## src/rtl/rv32v_types_pkg.sv

```systemverilog
// Shared RV32V lane types.
// sew_t           : selected element width encoding used across the lane.
// mul_seq_state_t : state encoding of the per-lane multiply element sequencer.
// MUL_SEQ_*       : default sizing of the multiply sequencer.
package rv32v_types_pkg;

  typedef enum logic [1:0] {
    SEW8  = 2'b00,
    SEW16 = 2'b01,
    SEW32 = 2'b10
  } sew_t;

  typedef enum logic [2:0] {
    IDLE,
    READ,
    ISSUE,
    WAIT,
    WB,
    DONE
  } mul_seq_state_t;

  localparam int MUL_SEQ_VLMAX   = 32;
  localparam int MUL_SEQ_TIMEOUT = 64;

endpackage

```

## src/rtl/mul_lane_sequencer.sv

```systemverilog
// Per-lane element sequencer for the vector multiply unit.
// Accepts one vector multiply instruction, reads each element's operands from
// the lane register file, issues active elements to the multiply unit with a
// start_mu / done_mu handshake and returns results to lane writeback.
// Ports:
//   CLK, nRST                     clock, asynchronous active-low reset
//   instr_valid/instr_ready       instruction handshake (ready only when idle)
//   vl, sew, vm, is_signed_mul,
//   high_low, mul_widen_ena,
//   multiply_type,
//   multiply_pos_neg              instruction controls, latched on accept
//   rf_ren, rf_eidx               register-file read request and element index
//   rf_vs1/2/3, rf_mask           operand data and v0 mask, valid 1 cycle after rf_ren
//   start_mu, decode_done         start and release pulses to the multiply unit
//   vs1/2/3_data, mu_*            operands and latched controls to the multiply unit
//   done_mu, wdata_mu,
//   exception_mu                  multiply unit result and exception
//   wb_valid/wb_ready,
//   wb_eidx, wb_data              element writeback handshake
//   instr_done, instr_exc         completion pulse and abort flag
module mul_lane_sequencer
  import rv32v_types_pkg::*;
#(
  parameter int VLMAX   = MUL_SEQ_VLMAX,
  parameter int EIDX_W  = $clog2(VLMAX),
  parameter int TIMEOUT = MUL_SEQ_TIMEOUT
) (
  input  logic              CLK,
  input  logic              nRST,
  input  logic              instr_valid,
  output logic              instr_ready,
  input  logic [EIDX_W:0]   vl,
  input  sew_t              sew,
  input  logic              vm,
  input  logic [1:0]        is_signed_mul,
  input  logic              high_low,
  input  logic              mul_widen_ena,
  input  logic              multiply_type,
  input  logic              multiply_pos_neg,
  output logic              rf_ren,
  output logic [EIDX_W-1:0] rf_eidx,
  input  logic [31:0]       rf_vs1,
  input  logic [31:0]       rf_vs2,
  input  logic [31:0]       rf_vs3,
  input  logic              rf_mask,
  output logic              start_mu,
  output logic              decode_done,
  output logic [31:0]       vs1_data,
  output logic [31:0]       vs2_data,
  output logic [31:0]       vs3_data,
  output sew_t              mu_sew,
  output logic [1:0]        mu_is_signed,
  output logic              mu_high_low,
  output logic              mu_widen,
  output logic              mu_type,
  output logic              mu_pos_neg,
  input  logic              done_mu,
  input  logic [31:0]       wdata_mu,
  input  logic              exception_mu,
  output logic              wb_valid,
  input  logic              wb_ready,
  output logic [EIDX_W-1:0] wb_eidx,
  output logic [31:0]       wb_data,
  output logic              instr_done,
  output logic              instr_exc
);

  localparam int VL_W  = EIDX_W + 1;
  localparam int TMR_W = $clog2(TIMEOUT);

  mul_seq_state_t    r_state;
  mul_seq_state_t    w_next_state;
  logic [VL_W-1:0]   r_vl;
  logic [EIDX_W-1:0] r_eidx;
  logic [TMR_W-1:0]  r_timer;
  logic              r_vm;
  sew_t              r_sew;
  logic [1:0]        r_is_signed;
  logic              r_high_low;
  logic              r_widen;
  logic              r_type;
  logic              r_pos_neg;
  logic [31:0]       r_vs1;
  logic [31:0]       r_vs2;
  logic [31:0]       r_vs3;
  logic [31:0]       r_wb_data;
  logic              r_exc;

  logic              w_last;
  logic              w_skip;
  logic              w_timeout;

  // The vl-1 compare is guarded so an empty instruction never looks like a
  // last element through the wrap of vl-1.
  assign w_last    = (r_vl != '0) && ({1'b0, r_eidx} == (r_vl - VL_W'(1)));
  assign w_skip    = !r_vm && !rf_mask;
  assign w_timeout = (r_timer == TMR_W'(TIMEOUT - 1));

  // During ISSUE the operands come straight from the register file so they
  // are valid alongside start_mu; afterwards the captured copy holds them.
  assign vs1_data = (r_state == ISSUE) ? rf_vs1 : r_vs1;
  assign vs2_data = (r_state == ISSUE) ? rf_vs2 : r_vs2;
  assign vs3_data = (r_state == ISSUE) ? rf_vs3 : r_vs3;

  assign rf_eidx      = r_eidx;
  assign wb_eidx      = r_eidx;
  assign wb_data      = r_wb_data;
  assign mu_sew       = r_sew;
  assign mu_is_signed = r_is_signed;
  assign mu_high_low  = r_high_low;
  assign mu_widen     = r_widen;
  assign mu_type      = r_type;
  assign mu_pos_neg   = r_pos_neg;

  // State register.
  always_ff @(posedge CLK or negedge nRST) begin
    if (!nRST) begin
      r_state <= IDLE;
    end else begin
      r_state <= w_next_state;
    end
  end

  // Next-state and handshake outputs. The exit of a skipped ISSUE and of a
  // completed WB share the "next element" decision: finish on the last
  // element, otherwise read the following one.
  always_comb begin
    w_next_state = r_state;
    instr_ready  = 1'b0;
    rf_ren       = 1'b0;
    start_mu     = 1'b0;
    decode_done  = 1'b0;
    wb_valid     = 1'b0;
    instr_done   = 1'b0;
    instr_exc    = 1'b0;
    case (r_state)
      IDLE: begin
        instr_ready = 1'b1;
        if (instr_valid) begin
          w_next_state = (vl == '0) ? DONE : READ;
        end
      end
      READ: begin
        rf_ren       = 1'b1;
        w_next_state = ISSUE;
      end
      ISSUE: begin
        if (w_skip) begin
          w_next_state = w_last ? DONE : READ;
        end else begin
          start_mu     = 1'b1;
          w_next_state = WAIT;
        end
      end
      WAIT: begin
        if (done_mu) begin
          decode_done  = 1'b1;
          w_next_state = exception_mu ? DONE : WB;
        end else if (w_timeout) begin
          decode_done  = 1'b1;
          w_next_state = DONE;
        end
      end
      WB: begin
        wb_valid = 1'b1;
        if (wb_ready) begin
          w_next_state = w_last ? DONE : READ;
        end
      end
      DONE: begin
        instr_done   = 1'b1;
        instr_exc    = r_exc;
        w_next_state = IDLE;
      end
      default: w_next_state = IDLE;
    endcase
  end

  // Datapath: latched controls, element index, operand capture, result
  // capture and the done_mu watchdog. The element index only advances when
  // another element follows, so it never passes vl-1.
  always_ff @(posedge CLK or negedge nRST) begin
    if (!nRST) begin
      r_vl        <= '0;
      r_eidx      <= '0;
      r_timer     <= '0;
      r_vm        <= 1'b0;
      r_sew       <= SEW8;
      r_is_signed <= '0;
      r_high_low  <= 1'b0;
      r_widen     <= 1'b0;
      r_type      <= 1'b0;
      r_pos_neg   <= 1'b0;
      r_vs1       <= '0;
      r_vs2       <= '0;
      r_vs3       <= '0;
      r_wb_data   <= '0;
      r_exc       <= 1'b0;
    end else begin
      case (r_state)
        IDLE: begin
          if (instr_valid) begin
            r_vl        <= vl;
            r_eidx      <= '0;
            r_vm        <= vm;
            r_sew       <= sew;
            r_is_signed <= is_signed_mul;
            r_high_low  <= high_low;
            r_widen     <= mul_widen_ena;
            r_type      <= multiply_type;
            r_pos_neg   <= multiply_pos_neg;
            r_exc       <= 1'b0;
          end
        end
        ISSUE: begin
          r_vs1   <= rf_vs1;
          r_vs2   <= rf_vs2;
          r_vs3   <= rf_vs3;
          r_timer <= '0;
          if (w_skip && !w_last) begin
            r_eidx <= r_eidx + EIDX_W'(1);
          end
        end
        WAIT: begin
          r_timer <= r_timer + TMR_W'(1);
          if (done_mu) begin
            r_wb_data <= wdata_mu;
            if (exception_mu) begin
              r_exc <= 1'b1;
            end
          end else if (w_timeout) begin
            r_exc <= 1'b1;
          end
        end
        WB: begin
          if (wb_ready && !w_last) begin
            r_eidx <= r_eidx + EIDX_W'(1);
          end
        end
        default: begin
        end
      endcase
    end
  end

endmodule

```

## config.mk

```make
export PLATFORM = sky130hd
export DESIGN_NAME = mul_lane_sequencer
export DESIGN_NICKNAME = d
export VERILOG_FILES = /design/src/rtl/rv32v_types_pkg.sv /design/src/rtl/mul_lane_sequencer.sv
export SDC_FILE = /design/constraint.sdc
export NUM_CORES = 1
export LEC_CHECK = 0
export BUFFER_PORTS_ARGS = -buffer_cell sky130_fd_sc_hd__buf_2
export CAP_MARGIN = 0
export CORE_ASPECT_RATIO = 2
export CORE_MARGIN = 5
export CORE_UTILIZATION = 50
export CTS_CLUSTER_SIZE = 30
export DETAILED_ROUTE_END_ITERATION = 8
export PLACE_DENSITY = 0.85
export SYNTH_ARGS = -nofsm -noshare
export SYNTH_HDL_FRONTEND = slang
export SYNTH_SLANG_ARGS = --single-unit
```

## constraint.sdc

```tcl
create_clock -name CLK -period 5.2 [get_ports CLK]
set_input_delay 1.04 -clock CLK [delete_from_list [all_inputs] [get_ports CLK]]
set_output_delay 1.04 -clock CLK [all_outputs]
set_load 0.05 [all_outputs]
```

After elaboration in Yosys (flattened, before gate mapping)
Index checks and enable logic that the tools add are counted.
{ "op_classes": {"eq_ne": 13, "muxes": 32, "addsub": 3, "n_reduce_logical": 18} }
{ "op_table": {"columns": ["cell", "n"], "rows": [
  ["$mux W32", 3],
  ["$mux W3", 7],
  ["$mux W1", 15],
  ["$mux W5", 3],
  ["$pmux W3 S5", 1],
  ["$pmux W5 S3", 1],
  ["$pmux W6 S2", 1],
  ["$reduce_and A4 Y1", 2],
  ["$add A6 B1 Y6 const B", 1],
  ["$eq A3 B2 Y1 const B", 2],
  ["$eq A3 B3 Y1 const B", 2],
  ["$eq A5 B6 Y1", 1],
  ["$eq A6 B6 Y1 const B", 1],
  ["$logic_not A6 Y1", 1],
  ["$ne A2 B2 Y1 const B", 3],
  ["$ne A3 B3 Y1 const B", 2],
  ["$reduce_bool A6 Y1", 1],
  ["$sub A6 B1 Y6 const B", 1],
  ["$add A5 B1 Y5 const B", 1],
  ["$logic_and A1 B1 Y1", 4],
  ["$reduce_and A2 Y1", 2],
  ["$reduce_bool A2 Y1", 2],
  ["$eq A3 B1 Y1 const B", 1],
  ["$logic_not A1 Y1", 3],
  ["other kinds (5)", 5]
]} }
{ "totals": {"input_bits": 150, "out_inout_bits": 153, "ff_bits": 158, "elab_cells": 82} }

Longest topological paths before layout
{ "depth": {"word_depth": 7, "ltp_mapped": 7} }

Worst setup path before layout
No wires, ideal clock.
{ "synth_timing": {"kind": "input port to output port", "from": "input port rf_mask", "to": "output port start_mu", "t_arrival_ps": 2144, "slack_ps": 2016, "required_ps": 4160, "n_path_buf": 0, "cell_stages": 2, "path_cell_list": "nor2_1 -> nor3_1"} }
{ "synth_between": {"elab_chain_cells": 4} }
{ "synth_lines": {"columns": ["item", "line_no", "source"], "rows": [
  ["from (decl)", "mul_lane_sequencer.sv:45", "input logic rf_mask,"],
  ["$logic_not A1 Y1", "mul_lane_sequencer.sv:96", "assign w_skip = !r_vm && !rf_mask;"],
  ["$logic_and A1 B1 Y1", "mul_lane_sequencer.sv:96", null],
  ["$mux W1", "mul_lane_sequencer.sv:148", "if (w_skip) begin"],
  ["$mux W1", "mul_lane_sequencer.sv:136", "case (r_state)"],
  ["to (decl)", "mul_lane_sequencer.sv:46", "output logic start_mu,"]
]} }
No other way between the ends.

Final worst setup path
{ "layout_timing": {"from": "register r_state[1]", "to": "output port vs1_data[18]"} }
{ "layout_between": {"elab_chain_cells": 2} }
{ "layout_lines": {"columns": ["item", "line_no", "source"], "rows": [
  ["from (decl)", "mul_lane_sequencer.sv:71", "mul_seq_state_t r_state;"],
  ["from (signal assigned)", "mul_lane_sequencer.sv:120", "r_state <= w_next_state;"],
  ["$eq A3 B2 Y1", "mul_lane_sequencer.sv:101", "assign vs1_data = (r_state == ISSUE) ? rf_vs1 : r_vs1;"],
  ["$mux W32", "mul_lane_sequencer.sv:101", null],
  ["to (decl)", "mul_lane_sequencer.sv:48", "output logic [31:0] vs1_data,"]
]} }
No other way between the ends.

==> flow_summary.toml <==
[cts]
cts_tree = "built"
clock_path_buffers = 2
postCtsHoldBufs = 0
cts_root_buffer = "clkbuf_16"
cts_num_sinks = 158
clkSlewWorstSetupHoldPaths_ns = 0.06
cts_setup_buffers = 0
cts_buffers = 17
cts_max_level = 4
cts_resized = 0
clkLatencyLatePin_ns = 0.41

[yosys]
synth_fp_nets = 624
synth-warning-count = 0
seq_area_frac_synth_pct = 60.82
ys.flop_type = "dfrtp_1"
synth_cell_types = 49
ys_ff_latch = 158
synth_cells = 471
syn-cell-area_mm2 = 0.006501
async_flop_share_pct = 100.0
avgSynthCellArea_um2 = 13.80
synth_edf_count = 0

[setup_path]
cp_slowest_stage_delay_ns = 0.59
crit_path_start_kind = "register"
crit_fanout = 88
cp-end-kind = "primary output"
slowest_stage = "dfrtp_1"
critical_path_class = "register to primary output"
cp.required_ns = 4.16
crit_arrival_ns = 2.81
cp_cell_sequence = "nand2b_1 > nor2_4 > buf_12 > mux2_2 > buf_2"

[route]
avgViaCountPerCell = 5.304
first_pass_iters = 4
routed_wirelength_um = 17220
detail-route-antenna-nets = 0
routedWlPerCell_um = 18.44
drc = 0
drt_iter0_markers = 133
vias = 4954

[run]
maxCapViolCount = 0

[final_layout]
syn_to_final_growth_pct = 34.05
drive_above_1_share_pct = 60.61
fin_nets = 922
multi_input_area_mm2 = 0.002390
ff_latch_area_mm2 = 0.003954
fillCellCount = 942
diodes = 0

[grt]
use_met2_pct = 39.70
grtUsageMet1_pct = 23.30
grt_usage_pct = 22.05
antenna_found_initial = 0
grt_pass1_vias = 5551
overflow = 0
use_met3_pct = 6.652
grt_busiest_layer = "met2"
grt_pass1_wl_um = 27480
grt_max_degree = 89

[sta]
tightest_slew_ns = 0.7551
fmax_mhz = 259.7
hold_viol_final = 0
finClkSkew_ns = 0.01189
layout_worst_path_cycle_share_pct = 74.04
rsz0062_at_grt = "no"
fin_setup_tns_ns = 0
layout_min_cycle_time_ns = 3.850
slew_headroom_pct = 49.30
drv_slew = 0
setup_viol = 0

[die]
core.rowCount = 59
die_w_um = 90.63
dieHeight_um = 171.3
die-area_mm2 = 0.01552
floorplan.initialDensity_pct = 50.32
core_area_mm2 = 0.01292
pin_count = 303

[placement]
hpwl_um = 13290
port_buffers = 302
gp_congestion = 0.8163

[min_path]
holdCritPathClass = "register to register"

[run_status]
status = "finished clean"
[path summary, 6_finish.rpt]
check	startpoint	to	slack, ns	cells after the start
setup / recovery	r_state[1]	vs1_data[18]	1.35	5
hold / removal	mu_sew[0]	mu_sew[0]	0.47	2
setup reg to reg	r_state[0]	rf_eidx[3]	2.86	5
hold reg to reg	mu_sew[0]	mu_sew[0]	0.47	2
max in group asynchronous	nRST	wb_data[1]	3.63	2
min in group asynchronous	nRST	r_vs2[7]	0.66	1
[cells in the final DEF, fill, tap and decap left out, types with 3 or more instances in the layout]
cell / n
buf_2: 301
dfrtp_1: 158
mux2_2: 126
nand2_1: 54
clkbuf_16: 17
nand2b_1: 7
xnor2_1: 7
nor2_1: 6
a21oi_1: 6
or3_1: 6
o21ai_0: 5
nand3_1: 5
inv_1: 4
nor3_1: 4
nand4_1: 4
inv_8: 4
nor3b_1: 3
nor2b_1: 3
xor2_1: 3
o311ai_0: 3
mux2i_1: 3
ha_1: 3
clkinv_4: 3
[synth_stat cells, types with 2 or more instances]
library cell,instances,area share [%]
nor4_1,2,0.19
buf_4,7,0.81
or3_1,6,0.58
buf_2,15,1.2
mux2i_1,3,0.46
xor2_1,3,0.40
nand2_1,54,3.1
mux2_2,126,22
ha_1,3,0.58
nor2b_1,3,0.29
nand3_1,5,0.38
nand3_2,2,0.31
mux2_1,2,0.35
xnor2_1,7,0.94
nor2_1,6,0.35
nor3_1,4,0.31
a21oi_1,6,0.46
inv_1,4,0.23
o211ai_1,2,0.23
a22o_1,2,0.27
nor3b_1,3,0.35
clkbuf_1,4,0.23
dfrtp_1,158,61
nand4_1,4,0.38
a21o_1,2,0.23
nand2b_1,7,0.67
o31a_1,2,0.27
o311ai_0,3,0.40
o21ai_0,5,0.38
and3_1,2,0.19
[metal layers]
| metal | vias to the layer above | wire length [um] |
|---|---|---|
| met5 | - | 0 |
| met4 | 0 | 606 |
| met3 | 48 | 1262 |
| met2 | 225 | 9653 |
| met1 | 2443 | 5700 |
| li1 | 2238 | - |
[flip-flops by register name, summed over array words and instances, names as in the netlist, 3 cells and up]
name	count
r_timer	6
r_state	3
r_vs3	32
r_vs1	32
r_vs2	32
rf_eidx	5
r_vl	6
wb_data	32
[worst max-delay path: cells and delay by family, from the launching register on]
kind                   cells  cell delay [ns]
buffers and inverters      2             0.63
DFF                        1             0.59
muxes                      1             0.42
and+or+nand+nor            2             0.69
[per-stage QoR]
step                setup slack [ns]  area [um2]  hold slack [ns]  util (%)  instances
detailed placement             1.796        8122           0.4605     62.87        902
CTS                            1.332        8715           0.4768     67.46        934
finish                         1.350        8715           0.4722     67.46        934
global route                   1.150        8715           0.5082     67.46        934
global placement               1.898        8122           0.4568     62.87        902
floorplan                      2.016        6501           0.4467         -        471
[area by class of cell]
class / count / share of cell area [%]
Clock buffer: 19 / 5.083
Timing Repair Buffer: 306 / 18.05
Clock inverter: 13 / 1.723
Inverter: 4 / 0.1723
Tap cell: 152 / 2.182
Sequential cell: 158 / 45.37
Multi-Input combinational cell: 282 / 27.42
[cell families (layout without fill, tap and decap cells)]
family,count (synthesis),count (layout),synth area share (%)
flip-flops,158,158,60.82
multiplexers,131,131,22.63
AND/OR/NAND/NOR,107,107,8.430
buffers and inverters,31,342,2.598
adder cells (fa/ha/maj),3,3,0.5774
AO/OA/AOI/OAI,31,31,3.599
XOR/XNOR,10,10,1.347
Power is not shown: default switching activity piles up to over one toggle a cycle in this logic, so the estimate is an artifact.
